$ cat config.mk
export PLATFORM = sky130hd
export DESIGN_NAME = mul16_seq
export DESIGN_NICKNAME = d
export VERILOG_FILES = /design/src/rtl/mul16_seq.sv
export SDC_FILE = /design/constraint.sdc
export NUM_CORES = 1
export LEC_CHECK = 0
export ABC_AREA = 1
export CAP_MARGIN = 40
export CORE_MARGIN = 2
export CORE_UTILIZATION = 61
export CTS_CLUSTER_DIAMETER = 50
export DETAILED_ROUTE_END_ITERATION = 10
export PLACE_DENSITY = 0.87
export SLEW_MARGIN = 20
export SYNTH_ARGS = -nofsm -noshare
export SYNTH_HDL_FRONTEND = slang
export SYNTH_SLANG_ARGS = --single-unit
$ cat constraint.sdc
create_clock -name clock -period 5.8 [get_ports clock]
set_clock_uncertainty 0.2 [all_clocks]
set_input_delay 0.58 -clock clock [delete_from_list [all_inputs] [get_ports clock]]
set_output_delay 0.58 -clock clock [all_outputs]
set_load 0.01 [all_outputs]
$ cat src/rtl/mul16_seq.sv
// ---------------------------------------------------------------------------
// mul16_seq - sequential 16x16 unsigned shift-and-add multiplier.
//
// Each RUN cycle ANDs the captured multiplicand with one replicated multiplier
// bit (the and16 gate) and adds the shifted partial product into a 32-bit
// accumulator. Iteration count is fixed at 16, so latency is always 17 cycles
// from the accepted start edge to the done pulse.
//
// Ports:
//   clock    in   1   single clock, rising-edge
//   reset    in   1   synchronous, active-high
//   start    in   1   request, sampled only in IDLE
//   a        in  16   multiplicand, captured on accepted start
//   b        in  16   multiplier, captured on accepted start
//   busy     out  1   high in RUN and DONE
//   done     out  1   one-cycle pulse, product valid
//   product  out 32   a*b, held until next accepted start
// ---------------------------------------------------------------------------

// Hack-style 16-bit bitwise AND gate.
module and16 (
   input  logic [15:0] a,
   input  logic [15:0] b,
   output logic [15:0] out
);
   assign out = a & b;
endmodule

module mul16_seq (
   input  logic        clock,
   input  logic        reset,
   input  logic        start,
   input  logic [15:0] a,
   input  logic [15:0] b,
   output logic        busy,
   output logic        done,
   output logic [31:0] product
);

   typedef enum logic [1:0] {
      ST_IDLE,
      ST_RUN,
      ST_DONE
   } state_t;

   state_t      state_q, state_d;
   logic [15:0] a_q, a_d;
   logic [15:0] b_q, b_d;
   logic [31:0] product_q, product_d;
   logic [3:0]  count_q, count_d;
   logic        busy_q, busy_d;
   logic        done_q, done_d;

   logic [15:0] partial;

   // Partial product for the current iteration: multiplicand gated by one
   // multiplier bit replicated across all 16 lanes.
   and16 u_and16 (
      .a   (a_q),
      .b   ({16{b_q[count_q]}}),
      .out (partial)
   );

   always_comb begin
      // NOTE: every signal gets its hold value first so no path through the
      // case leaves it unassigned, which would infer a latch.
      state_d   = state_q;
      a_d       = a_q;
      b_d       = b_q;
      product_d = product_q;
      count_d   = count_q;

      case (state_q)
         ST_IDLE: begin
            if (start) begin
               a_d       = a;
               b_d       = b;
               product_d = 32'd0;
               count_d   = 4'd0;
               state_d   = ST_RUN;
            end
         end
         ST_RUN: begin
            // 32-bit accumulation: 0xFFFF*0xFFFF fits, so no carry-out exists.
            product_d = product_q + ({16'd0, partial} << count_q);
            count_d   = count_q + 4'd1;
            if (count_q == 4'd15) begin
               state_d = ST_DONE;
            end
         end
         ST_DONE: begin
            state_d = ST_IDLE;
         end
         default: begin
            state_d = ST_IDLE;
         end
      endcase

      // Status flags are registered from the next state so they line up
      // with the state they describe without a combinational decode.
      busy_d = (state_d != ST_IDLE);
      done_d = (state_d == ST_DONE);
   end

   always_ff @(posedge clock) begin
      // NOTE: state updates use non-blocking assignments so all registers
      // sample their _d values from the same edge regardless of order.
      if (reset) begin
         // NOTE: operand registers are reset too; they are few and it keeps
         // the datapath free of X after reset.
         state_q   <= ST_IDLE;
         a_q       <= 16'd0;
         b_q       <= 16'd0;
         product_q <= 32'd0;
         count_q   <= 4'd0;
         busy_q    <= 1'b0;
         done_q    <= 1'b0;
      end else begin
         state_q   <= state_d;
         a_q       <= a_d;
         b_q       <= b_d;
         product_q <= product_d;
         count_q   <= count_d;
         busy_q    <= busy_d;
         done_q    <= done_d;
      end
   end

   assign busy    = busy_q;
   assign done    = done_q;
   assign product = product_q;

endmodule

Word-level counts from Yosys, hierarchy flattened --
Index checks and enable logic that the tools add are counted.
Cells by class: add/subtract/negate cells 2, $lt $le $gt $ge 1, eq/ne operators 4, shift operators 1, mux-type cells 9, bitwise gates (word level) 1, reductions and logical operators 5
Operator list (count):
- 32-bit case mux with 2 select lines | 1
- 32-bit adder | 1
- 32-bit 2-to-1 mux | 1
- 16-bit by 4-bit << shifter with 32-bit output | 1
- 16-bit bitwise AND | 1
- 4-bit case mux with 2 select lines | 1
- 4-bit by 5-bit < comparator with 1-bit output (second input constant) | 1
- 4-bit by 1-bit adder with 4-bit output (second input constant) | 1
- 1-bit binary-select mux with 4-bit select | 1
- 4-bit equality test (second input constant) | 1
- 2-bit 2-to-1 mux | 2
- 4-bit 2-to-1 mux | 1
- 2-bit case mux with 2 select lines | 1
- 2-bit AND reduction | 2
- 2-bit nonzero test | 2
- 2-bit by 1-bit equality test with 1-bit output (second input constant) | 1
- 2-bit equality test (second input constant) | 1
- 2-bit zero test | 1
- 2-bit != test (second input constant) | 1
- 1-bit 2-to-1 mux | 1
Storage, ports and cells: register bits after elaboration 72, word-level logic and storage cells 30

Longest topological paths before layout --
depth after elaboration 6, mapped depth 27

Cells and area by module --
A second synthesis with hierarchy kept.
Second synthesis, totals: cell total of the unflattened synthesis 1032, area total of the unflattened synthesis 5908.2 um2
Modules (own cells, without submodules):
- mul16_seq | times used 1, cells an instance 1000, area an instance 5788.1 um2
- and16 | times used 1, cells an instance 32, area an instance 120.1 um2

Worst setup path after synthesis --
No wires, ideal clock.
path type flip-flop to flip-flop, start register count_q[0], end register product_q[16], in the netlist product[16], setup time 132 ps, data arrival time 2956 ps, slack 2511 ps, stages on the path, launching flop included 24, path buffers 2, cells stage by stage dfxtp_1 > buf_6 > buf_6 > nand2_2 > nand3_1 > nand3_2 > nand3_2 > nand2_4 > nand2_1 > nor2_1 > nand2_1 > nor3_1 > ha_1 > inv_1 > fa_1 > inv_1 > nand2_1 > o21ai_1 > nand3_1 > nand2_1 > a21oi_1 > or2_2 > nand3_1 > a21oi_1
Between the ends: word-level cells in the longest chain between the ends 6
Ends and longest elaborated chain:
- start: declaration | RTL line 50 | logic [3:0] count_q, count_d;
- start signal: assignment | RTL line 123 | count_q <= count_d;
- 1-bit binary-select mux with 4-bit select | RTL line 60 | .b ({16{b_q[count_q]}}),
- 1-bit 2-to-1 mux (implied by the code) | RTL line 60
- 16-bit bitwise AND | RTL line 26 | assign out = a & b;
- 16-bit by 4-bit << shifter with 32-bit output * | RTL line 85 | product_d = product_q + ({16'd0, partial} << count_q);
- 32-bit adder * | RTL line 85
- 32-bit case mux with 2 select lines * | RTL line 73 | case (state_q)
- end signal: assignment | RTL line 122 | product_q <= product_d;
- end: declaration | RTL line 49 | logic [31:0] product_q, product_d;
Mark *: on every way between the ends. The rest lies on a longest branch, timed or not. The select of a mux whose other input is x is not followed. A chain may end at the register's enable or synchronous reset.

Final worst setup path --
start register count_q[0], end register product_q[28], in the netlist product[28]
The elaborated chain is that of the path after synthesis.

==> impl_metrics.csv <==
group,metric,value,unit
worst_setup_path,rr_worst_depth,25,
detailed_routing,vias,6418,
sta,report.final.slew_viol_count,0,
placement,post-dp-hpwl,13.1,mm
finish,design_area,6410,um^2
finish,drive_above_1_share,4.28,%
worst_setup_path,cp.arrival,4.71,ns
detailed_routing,viasPerCell,6.02,
sta,max_freq,0.214,GHz
sta,hold_viol,0,
synthesis,yosys_warnings,0,
cts,cts_setup_buffers,0,
cts,worstSkewPairLatency,0.36,ns
cts,cts_tree,"yes",
synthesis,synth.area.top_cells,"dfxtp_1 26%, nand2_1 16%, nand3_1 12%",
synthesis,yosysTopAreaCell,"dfxtp_1",
cts,clk_path_buf_depth,2,
finish,area_delta_synth_final,16.1,%
floorplanning,die_y,99.2,um
worst_setup_path,criticalPathCategory,"reg2reg",
finish,layout_commonest_cell,"nand2_1",
synthesis,ys_seq_elements,72,
floorplanning,start_util,63.0,%
worst_setup_path,path_common_cell,"nand2_1",
placement,post_dp_cell_area,6180,um^2
detailed_routing,wl_per_cell,16.3,um
sta,setup_viol,0,
min_path,min_delay_path_depth,2,
detailed_routing,ant_nets,0,
synthesis,netlist_instances,907,
worst_setup_path,crit_path_start,"count_q[0]",
detailed_routing,drtPass1Iterations,6,
worst_setup_path,path_max_fanout,33,
worst_setup_path,end_kind,"register",
synthesis,synth-seq-area-share,26.1,%
synthesis,synth_area,5520,um^2
sta,period_share,80.7,%
placement,gp_congestion,0.974,
sta,max_slew.worst_pin.slew,0.816,ns
sta,tns,0,ns
cts,cts_htree_levels,3,
sta,relSlewSlack,45.5,%
worst_setup_path,reg2reg_to,"product[28]",
cts,cts_root_buf,"clkbuf_8",
min_path,hold_path.class,"reg2reg",
synthesis,syn_area_per_cell,6.09,um^2
floorplanning,dieArea,9830,um^2
synthesis,syn-num-nets,979,
status,status,"completed",
detailed_routing,routed_wl,17.4,mm
run,max_cap_violations,0,
cts,numCtsBuffers,9,
min_path,hold_end,"b_q[13]",
finish,final_cell_mix,"241 x nand2_1, 132 x nand3_1, 97 x a21oi_1, 85 x nor2_1, 72 x dfxtp_1",
synthesis,synth_top_area_share,26.1,%
power,p_leak,2.81,nW
floorplanning,fp.coreArea,8760,um^2
finish,num_antenna_cells,0,
worst_setup_path,crit_required,5.83,ns
worst_setup_path,critPathMaxStageDelay,0.72,ns
worst_setup_path,cp_top_family,"simple AND/OR/NAND/NOR gates",
grt,grt_usage,35.7,%
grt,antenna_found_initial,0,
grt,grt_first_pass_wirelength,28.7,mm
floorplanning,num_rows,34,
cts,ctsHoldBuffers,0,
grt,grt_max_degree,49,
floorplanning,die_width,99.2,um
power,ir_worst_vdd,0.000162,V
power,powerDensity,183,nW/um^2
placement,port_buffers,68,
cts,cts.sinks,72,
cts,path_clk_slew,0.10,ns
worst_setup_path,critPathLaunchType,"register",
worst_setup_path,reg2reg_slack,1.12,ns
worst_setup_path,cp_num_buf_inv,3,
power,finalPower,1.17,mW
sta,rsz0062_at_grt,"false",
grt,grt_pass1_vias,5939,
floorplanning,io_pins,69,
detailed_routing,drt_iter0_drc,612,
min_path,min_from,"b_q[13]",
sta,layout_min_cycle_time,4.68,ns
synthesis,yosysUniqueCellTypes,33,
worst_setup_path,reg2reg_from,"count_q[0]",
worst_setup_path,cp_slowest_cell,"dfxtp_1",
grt,overflow,0,
detailed_routing,drc,0,
cts,ctsResizeCount,0,
finish,nNetsFinal,1025,
cells by family after synthesis:
kind of cell / Yosys count / synth area share, %
buf+inv: 107 / 8.31
flops: 72 / 26.1
compound gates: 184 / 17.5
simple gates: 507 / 39.6
fa+ha+maj: 37 / 8.52
routing by layer:
metal / up-vias / share of wire (%) / track usage [%]
met1: 2872 / 43 / 47.7
met5: - / 0 / 0
met4: 0 / 2.8 / 13.6
li1: 3143 / - / -
met3: 49 / 8.2 / 4.15
met2: 354 / 46 / 59.3
synthesized netlist by cell type:
library cell and count:
a211oi_1 1, a21o_1 3, a21oi_1 97, a221oi_1 1, a22oi_1 3, and2_1 1, and3_1 1, buf_1 7
buf_2 10, buf_6 6, clkbuf_1 20, dfxtp_1 72, fa_1 1, ha_1 36, inv_1 62, inv_2 2
nand2_1 241, nand2_2 1, nand2_4 1, nand3_1 132, nand3_2 2, nand3b_1 5, nand4_1 10, nor2_1 86
nor2_2 2, nor3_1 16, nor4_1 3, o21a_1 6, o21ai_0 67, o21ai_1 3, o21bai_1 2, o32ai_1 1
or2_2 6
worst max path at each step:
stage,end,cells after the start
after CTS,product[31],24
after global placement,product[21],21
after floorplan,product[16],23
after global routing,product[22],22
after detailed placement,product[30],22
final,product[28],25
registers in the layout (all words and copies together), names as in the netlist:
register and flops:
count_q 4, state_q 2, a_q 16, busy 1, b_q 16, done 1, product 32
power by group:
part,leakage (nW),total (mW),internal (mW),switching [mW]
Combinational,2.13,0.238,0.0872,0.151
Clock,0.0888,0.396,0.164,0.233
Sequential,0.589,0.538,0.518,0.0197
Total,2.81,1.17,0.769,0.403
through the flow:
stage          worst slack [ns]  utilization, %  hold slack, ns  instances
3_3_place_gp               1.30            70.4           0.229       1046
4_1_cts                    1.12            72.7           0.274       1063
3_5_place_dp               1.15            70.6           0.259       1047
6_report                   1.12            73.2           0.271       1066
5_1_grt                   0.604            73.2           0.288       1066
2_1_floorplan              2.51               -           0.218        907
area by class of cell:
type / count / area, um^2
clock buffers: 9 / 124
clock inverters: 7 / 61.3
fillers: 771 / 2350
inverters: 64 / 240
multi-input cells: 728 / 3630
flip-flops and latches: 72 / 1440
well taps: 108 / 135
repair buffers: 78 / 786
worst min-delay path, cell delays in order (launching register included):
cell,delay [ns]
dfxtp_1,0.31
inv_1,0.07
a21oi_1,0.06
Note: power is estimated with default switching activity, not from simulation.
